==> src/rtl/digit_phase_detector.sv <==
// rtl/digit_phase_detector.sv - times filtered-carrier rising edges against a local carrier counter, one phase per symbol
// Optional input deglitch majority filter enabled by DIGIT_PHASE_DEGLITCH_EN.
module digit_phase_detector #(
  parameter int CARRIER_DIV     = 16,
  parameter int SYMBOL_CARRIERS = 8,
  parameter int PHASE_BITS      = 2
) (
  input  logic                  clock,
  input  logic                  reset,
  input  logic                  sgl_in,
  output logic [PHASE_BITS-1:0] phase_out,
  output logic                  phase_valid,
  output logic                  no_edge
);

  localparam int CW = $clog2(CARRIER_DIV);
  localparam int SW = (SYMBOL_CARRIERS > 1) ? $clog2(SYMBOL_CARRIERS) : 1;

  logic          r_s0;
  logic          r_f_prev;
  logic [CW-1:0] r_car_cnt;
  logic [SW-1:0] r_sym_cnt;
  logic [CW-1:0] r_phase_reg;
  logic          r_edge_seen;

  logic          w_f;
  logic          w_rise;
  logic          w_car_wrap;
  logic          w_win_end;
  logic          w_any_edge;
  logic [CW-1:0] w_capture;

`ifdef DIGIT_PHASE_DEGLITCH_EN
  logic r_s1;
  logic r_s2;

  always_ff @(posedge clock or posedge reset) begin
    if (reset) begin
      r_s1 <= 1'b0;
      r_s2 <= 1'b0;
    end else begin
      r_s1 <= r_s0;
      r_s2 <= r_s1;
    end
  end

  // Two of three registered samples must agree, so a lone 1-cycle pulse or dropout never moves f.
  assign w_f = (r_s0 & r_s1) | (r_s0 & r_s2) | (r_s1 & r_s2);
`else
  assign w_f = r_s0;
`endif

  assign w_rise     = w_f & ~r_f_prev;
  assign w_car_wrap = (r_car_cnt == CW'(CARRIER_DIV - 1));
  assign w_win_end  = w_car_wrap && (r_sym_cnt == SW'(SYMBOL_CARRIERS - 1));
  assign w_any_edge = r_edge_seen | w_rise;
  // An edge landing on the window-end cycle still belongs to the ending window.
  assign w_capture  = w_rise ? r_car_cnt : r_phase_reg;

  always_ff @(posedge clock or posedge reset) begin
    if (reset) begin
      r_s0        <= 1'b0;
      r_f_prev    <= 1'b0;
      r_car_cnt   <= '0;
      r_sym_cnt   <= '0;
      r_phase_reg <= '0;
      r_edge_seen <= 1'b0;
      phase_out   <= '0;
      phase_valid <= 1'b0;
      no_edge     <= 1'b0;
    end else begin
      r_s0      <= sgl_in;
      r_f_prev  <= w_f;
      r_car_cnt <= r_car_cnt + 1'b1;
      if (w_car_wrap) begin
        r_sym_cnt <= (r_sym_cnt == SW'(SYMBOL_CARRIERS - 1)) ? '0 : r_sym_cnt + 1'b1;
      end
      if (w_rise) begin
        r_phase_reg <= r_car_cnt;
      end
      phase_valid <= w_win_end;
      if (w_win_end) begin
        no_edge     <= ~w_any_edge;
        r_edge_seen <= 1'b0;
        if (w_any_edge) begin
          phase_out <= w_capture[CW-1 -: PHASE_BITS];
        end
      end else if (w_rise) begin
        r_edge_seen <= 1'b1;
      end
    end
  end

endmodule

==> config.mk <==
export PLATFORM = sky130hd
export DESIGN_NAME = digit_phase_detector
export DESIGN_NICKNAME = d
export VERILOG_FILES = /design/src/rtl/digit_phase_detector.sv
export SDC_FILE = /design/constraint.sdc
export NUM_CORES = 1
export LEC_CHECK = 0
export ABC_AREA = 1
export CAP_MARGIN = 20
export CORE_UTILIZATION = 51
export DETAILED_ROUTE_END_ITERATION = 8
export PLACE_DENSITY = 0.78
export SLEW_MARGIN = 25
export SYNTH_ARGS = -nofsm -noshare
export SYNTH_HDL_FRONTEND = slang
export SYNTH_SLANG_ARGS = --single-unit
==> constraint.sdc <==
create_clock -name clock -period 1.9 [get_ports clock]
set_clock_uncertainty 0.15 [all_clocks]
set_input_delay 0.285 -clock clock [delete_from_list [all_inputs] [get_ports clock]]
set_output_delay 0.285 -clock clock [all_outputs]
set_load 0.02 [all_outputs]
# Yosys cells after proc, flatten, opt, wreduce, memory -nomap -nowiden
# Index checks and enable logic that the tools add are counted.
# classes
add_sub_neg,2
n_eq_ne,2
muxes,4
n_bitwise,4
n_reduce_logical,3
# op_table
operator,count
"4-bit by 1-bit adder with 4-bit output, second input constant",1
"4-bit equality test, second input constant",1
4-bit 2-to-1 mux,1
"3-bit by 1-bit adder with 3-bit output, second input constant",1
"3-bit equality test, second input constant",1
3-bit 2-to-1 mux,1
1-bit 2-to-1 mux,2
1-bit inverter,2
2-bit AND reduction,1
2-bit nonzero test,1
1-bit bitwise AND,1
1-bit logical AND,1
1-bit OR,1
# word_totals
ff_bits,18
input_bits,3
output_inout_bits,4

# Depth between registers and ports, before layout
# logic_depth
depth_word,4
ltp_mapped,7
ltp_nobuf,7

# Worst setup path after synthesis
# No wires, ideal clock.
# synth_path
path_kind,register to register
startpoint,reg r_sym_cnt[0]
endpoint,reg r_sym_cnt[0]
setup_ns,0.083
t_arrival_ns,1.154
t_required_ns,1.667
slack_ns,0.514
path_stages_with_launch,5
path_buffers,0
cell_sequence,dfrtp_1 > ha_1 > ha_1 > or2_2 > o21ai_0
# synth_via
elab_chain_cells,2
elab_cells_between_ends,3
cone_classes,add/sub (1); eq/ne (1); mux (1)
# synth_rtl
item,line,source
from (decl),22,logic [SW-1:0] r_sym_cnt;
from (signal assigned),76,r_sym_cnt <= (r_sym_cnt == SW'(SYMBOL_CARRIERS - 1)) ? '0 : r_sym_cnt + 1'b1;
3-bit by 1-bit adder with 3-bit output or 3-bit equality test (tied branches),76,
3-bit 2-to-1 mux (*),76,
# Mark *: on every way between the ends. The rest lies on a longest branch, timed or not.
# A chain may end at the register's enable or synchronous reset.

# Final worst setup path
# layout_path
startpoint,reg phase_out[0]
endpoint,out phase_out[0]
# layout_rtl
item,line,source
from (decl),11,"output logic [PHASE_BITS-1:0] phase_out,"
from (signal assigned),86,phase_out <= w_capture[CW-1 -: PHASE_BITS];
# No word-level cell between the ends.

==> impl_results.md <==
- Outcome: finished, final reports clean
- Required time at the worst-slack endpoint: 1.46 ns
- Fin crit share: 88.4%
- Net count reported at finish: 81
- Unrepaired setup endpoints after global routing: false
- Timing-limited maximum frequency: around 600 MHz
- Max-cap viol count: 0
- Chain of cells forming the critical path: clkdlybuf4s50_1
- Number of enable flip-flop cells after synthesis: 0
- Vias in the first global route: between 400 and 500
- Buffers added on ports: 6
- I/O pin count: 7
- Kind of cell adding the most delay to the critical path: buffers and inverters
- Cell taking the most area after synthesis: dfrtp_1
- Root Buffer: clkbuf_4
- Floorplan die area: between 1000 and 1500 sq um
- Post-detailed-route via-to-cell ratio: 5.02
- Antenna violations before repair: 0
- Commonest cells in the synthesized netlist: nand2_1 (18), dfrtp_1 (16), inv_1 (8), nand3_1 (5)
- All-Layer GR Usage: 19.1%
- Total leakage power: 0.396 nW
- GRT overflow: 0
- Routability-driven placement congestion ratio: 0.749
- Maximum number of pins on one net before global-route repair: 17
- Post-synthesis share of cell area spent on xor and xnor gates: 2.63%
- Number of H-tree levels: 1
- Standard-cell row count: 12
- Clock latency on the worst-skew pair: 0.28 ns
- Top cells by area, synth: dfrtp_1 (60%), nand2_1 (10%), ha_1 (7.5%)
- Most used DFF post-synth: dfrtp_1
- Post-synth top area share: between 60% and 70%
- Clock-pin slew of the registers on the worst-case setup and hold paths: 0.08 ns
- Violation count after the first detailed-route iteration: 3
- Post-DRT Antenna Nets: 0
- Dominant combinational cell family by area after synthesis: simple AND/OR/NAND/NOR gates
- Placed wire-length estimate: ~770 microns
- Worst supply voltage drop on vdd: 0.521 mV
- Resized Gates After CTS: 0
- Most common cell in the netlist: nand2_1
- Clock tree buffer depth: 2
- DRC: 0
- Max incr delay on CP: 0.60 ns
- Most flop-heavy register: r_car_cnt
- Type of element launching the critical path: flop
- Mux cell area share after synthesis: 0%
- Min-delay worst type: in2async
- Top flop regs: r_car_cnt (4), r_sym_cnt (3)
- Cell at the slowest stage of the critical path: clkdlybuf4s50_1
- Height of the die: 38.1 microns
- Data arrival time of the critical path: 1.25 ns
- Total of fill cells in the finished design: 89
- Max-slew violations: 0
- Number of optimization iterations in the first detailed-route pass: 4
- Period minus WS final: about 1.7 ns
- TritonCTS clock tree: built
- Final setup viols: 0
- Slew at the pin closest to its max-slew limit: 0.585 ns
- Synth warn: 0
- Synth Area in Adders: 7.52%
- Wire length per cell after detailed routing: about 12 microns
- Critical setup path kind: reg2out
- Max FFs per register: 4
- Antenna Cells: 0
- Global-route wire length before repair: ~1800 microns
- Number of library cell types mapped by synthesis: 14
- CTS hold repair buffers: 0
- Synth Area in Compound Gates: 3.01%
- CORE AREA: 1160 sq um
- Setup TNS after final layout: 0 ns
- Number of buffers created by CTS: 3
- Power density over the cells: ~700 nW/um^2
- Sinks on Clock Net: 16
- Async set-reset flop share out of synthesis: 100%
- Simple-gate portion of the synthesized area: around 22%
- Worst-case setup slack after placement: about 0.4 ns
- Setup crit end kind: output port
- Share of the yosys chip area belonging to registers: about three fifths
- Final wirelength: 1020 microns
- Floorplan die width: 38.1 microns
- Initial core utilization: 57.6%
- Final worst setup slack: 0.219 ns
- Highest net fanout along the worst path: 2
- Layout overhead on the synthesized area: 15.0%
- Average instance area after synthesis: 10.6 sq um
- Via total after detailed routing: between 400 and 500
- Buffers & Inverters on Critical Path: 1
- Endpoints failing hold: 0
- Post-synthesis cell area: 666 sq um
- Proportion of layout cells with a drive suffix above 1: under 10%
- Cells after synthesis: 63
- Number of register bits inferred by synthesis: 16
- Max-slew headroom: 60.9%
- Post-CTS Setup Inserts: 0
- Net count after synthesis: 70
-- cells in the final DEF, fill, tap and decap left out, drive strengths merged --
| master | instances |
|---|---|
| clkbuf | 3 |
| clkdlybuf4s50 | 6 |
| dfrtp | 16 |
| ha | 4 |
| inv | 8 |
| nand2 | 19 |
| nand3 | 6 |
| nand3b | 1 |
| nand4 | 1 |
| nor2 | 1 |
| o21ai | 4 |
| or2 | 1 |
| xnor2 | 1 |
| xor2 | 1 |
-- routing by layer --
layer | global-route usage [%] | up-vias | wire length [microns]
li1 | - | 219 | -
met1 | 23.7 | 205 | 474
met2 | 29.7 | 6 | 493
met3 | 5.23 | 2 | 31
met4 | 10.7 | 0 | 21
met5 | 0 | - | 0
-- path summary, 6_finish.rpt --
kind	startpoint	end	slack [ns]	cells past startpoint
setup / recovery	phase_out[0]$_DFFE_PP0P_	phase_out[0]	0.22	1
hold / removal	reset	r_s0$_DFF_PP0_	0.21	2
setup reg to reg	r_sym_cnt[0]$_DFFE_PP0N_	r_sym_cnt[0]$_DFFE_PP0N_	0.40	4
hold reg to reg	r_s0$_DFF_PP0_	r_f_prev$_DFF_PP0_	0.29	0
max in group asynchronous	reset	r_sym_cnt[1]$_DFFE_PP0N_	1.01	2
min in group clock	sgl_in	r_s0$_DFF_PP0_	0.29	1
-- final cells by class --
type,instances,area (sq um),area share (%)
Sequential cell,16,400,52.3
Timing Repair Buffer,6,60.1,7.84
Clock buffer,3,22.5,2.94
Inverter,8,30.0,3.92
Multi-Input combinational cell,39,235,30.7
Tap cell,14,17.5,2.29
-- where the power goes --
group	leakage [nW]	switching, mW	total [mW]	internal [mW]
sequential	0.195	0.00281	0.350	0.347
combinational	0.187	0.0120	0.0181	0.00611
clock	0.0138	0.0976	0.171	0.0737
total	0.396	0.112	0.539	0.427
-- through the flow --
stage          cell area (sq um)  power [mW]  hold slack (ns)  std cells  util (%)
6_report                     766       0.539            0.207         86      66.2
5_1_grt                      766       0.561            0.268         86      66.2
4_1_cts                      766       0.547            0.230         86      66.2
3_5_place_dp                 743       0.376            0.264         83      64.3
3_3_place_gp                 743       0.375            0.261         83      64.3
2_1_floorplan                666       0.367           0.0487         63         -
-- kinds of logic after synthesis --
kind of cell / count (synthesis)
buf+inv: 8
fa+ha+maj: 4
simple gates: 29
compound gates: 4
flops: 16
xor+xnor: 2
Power figures use the tool's default switching activity.
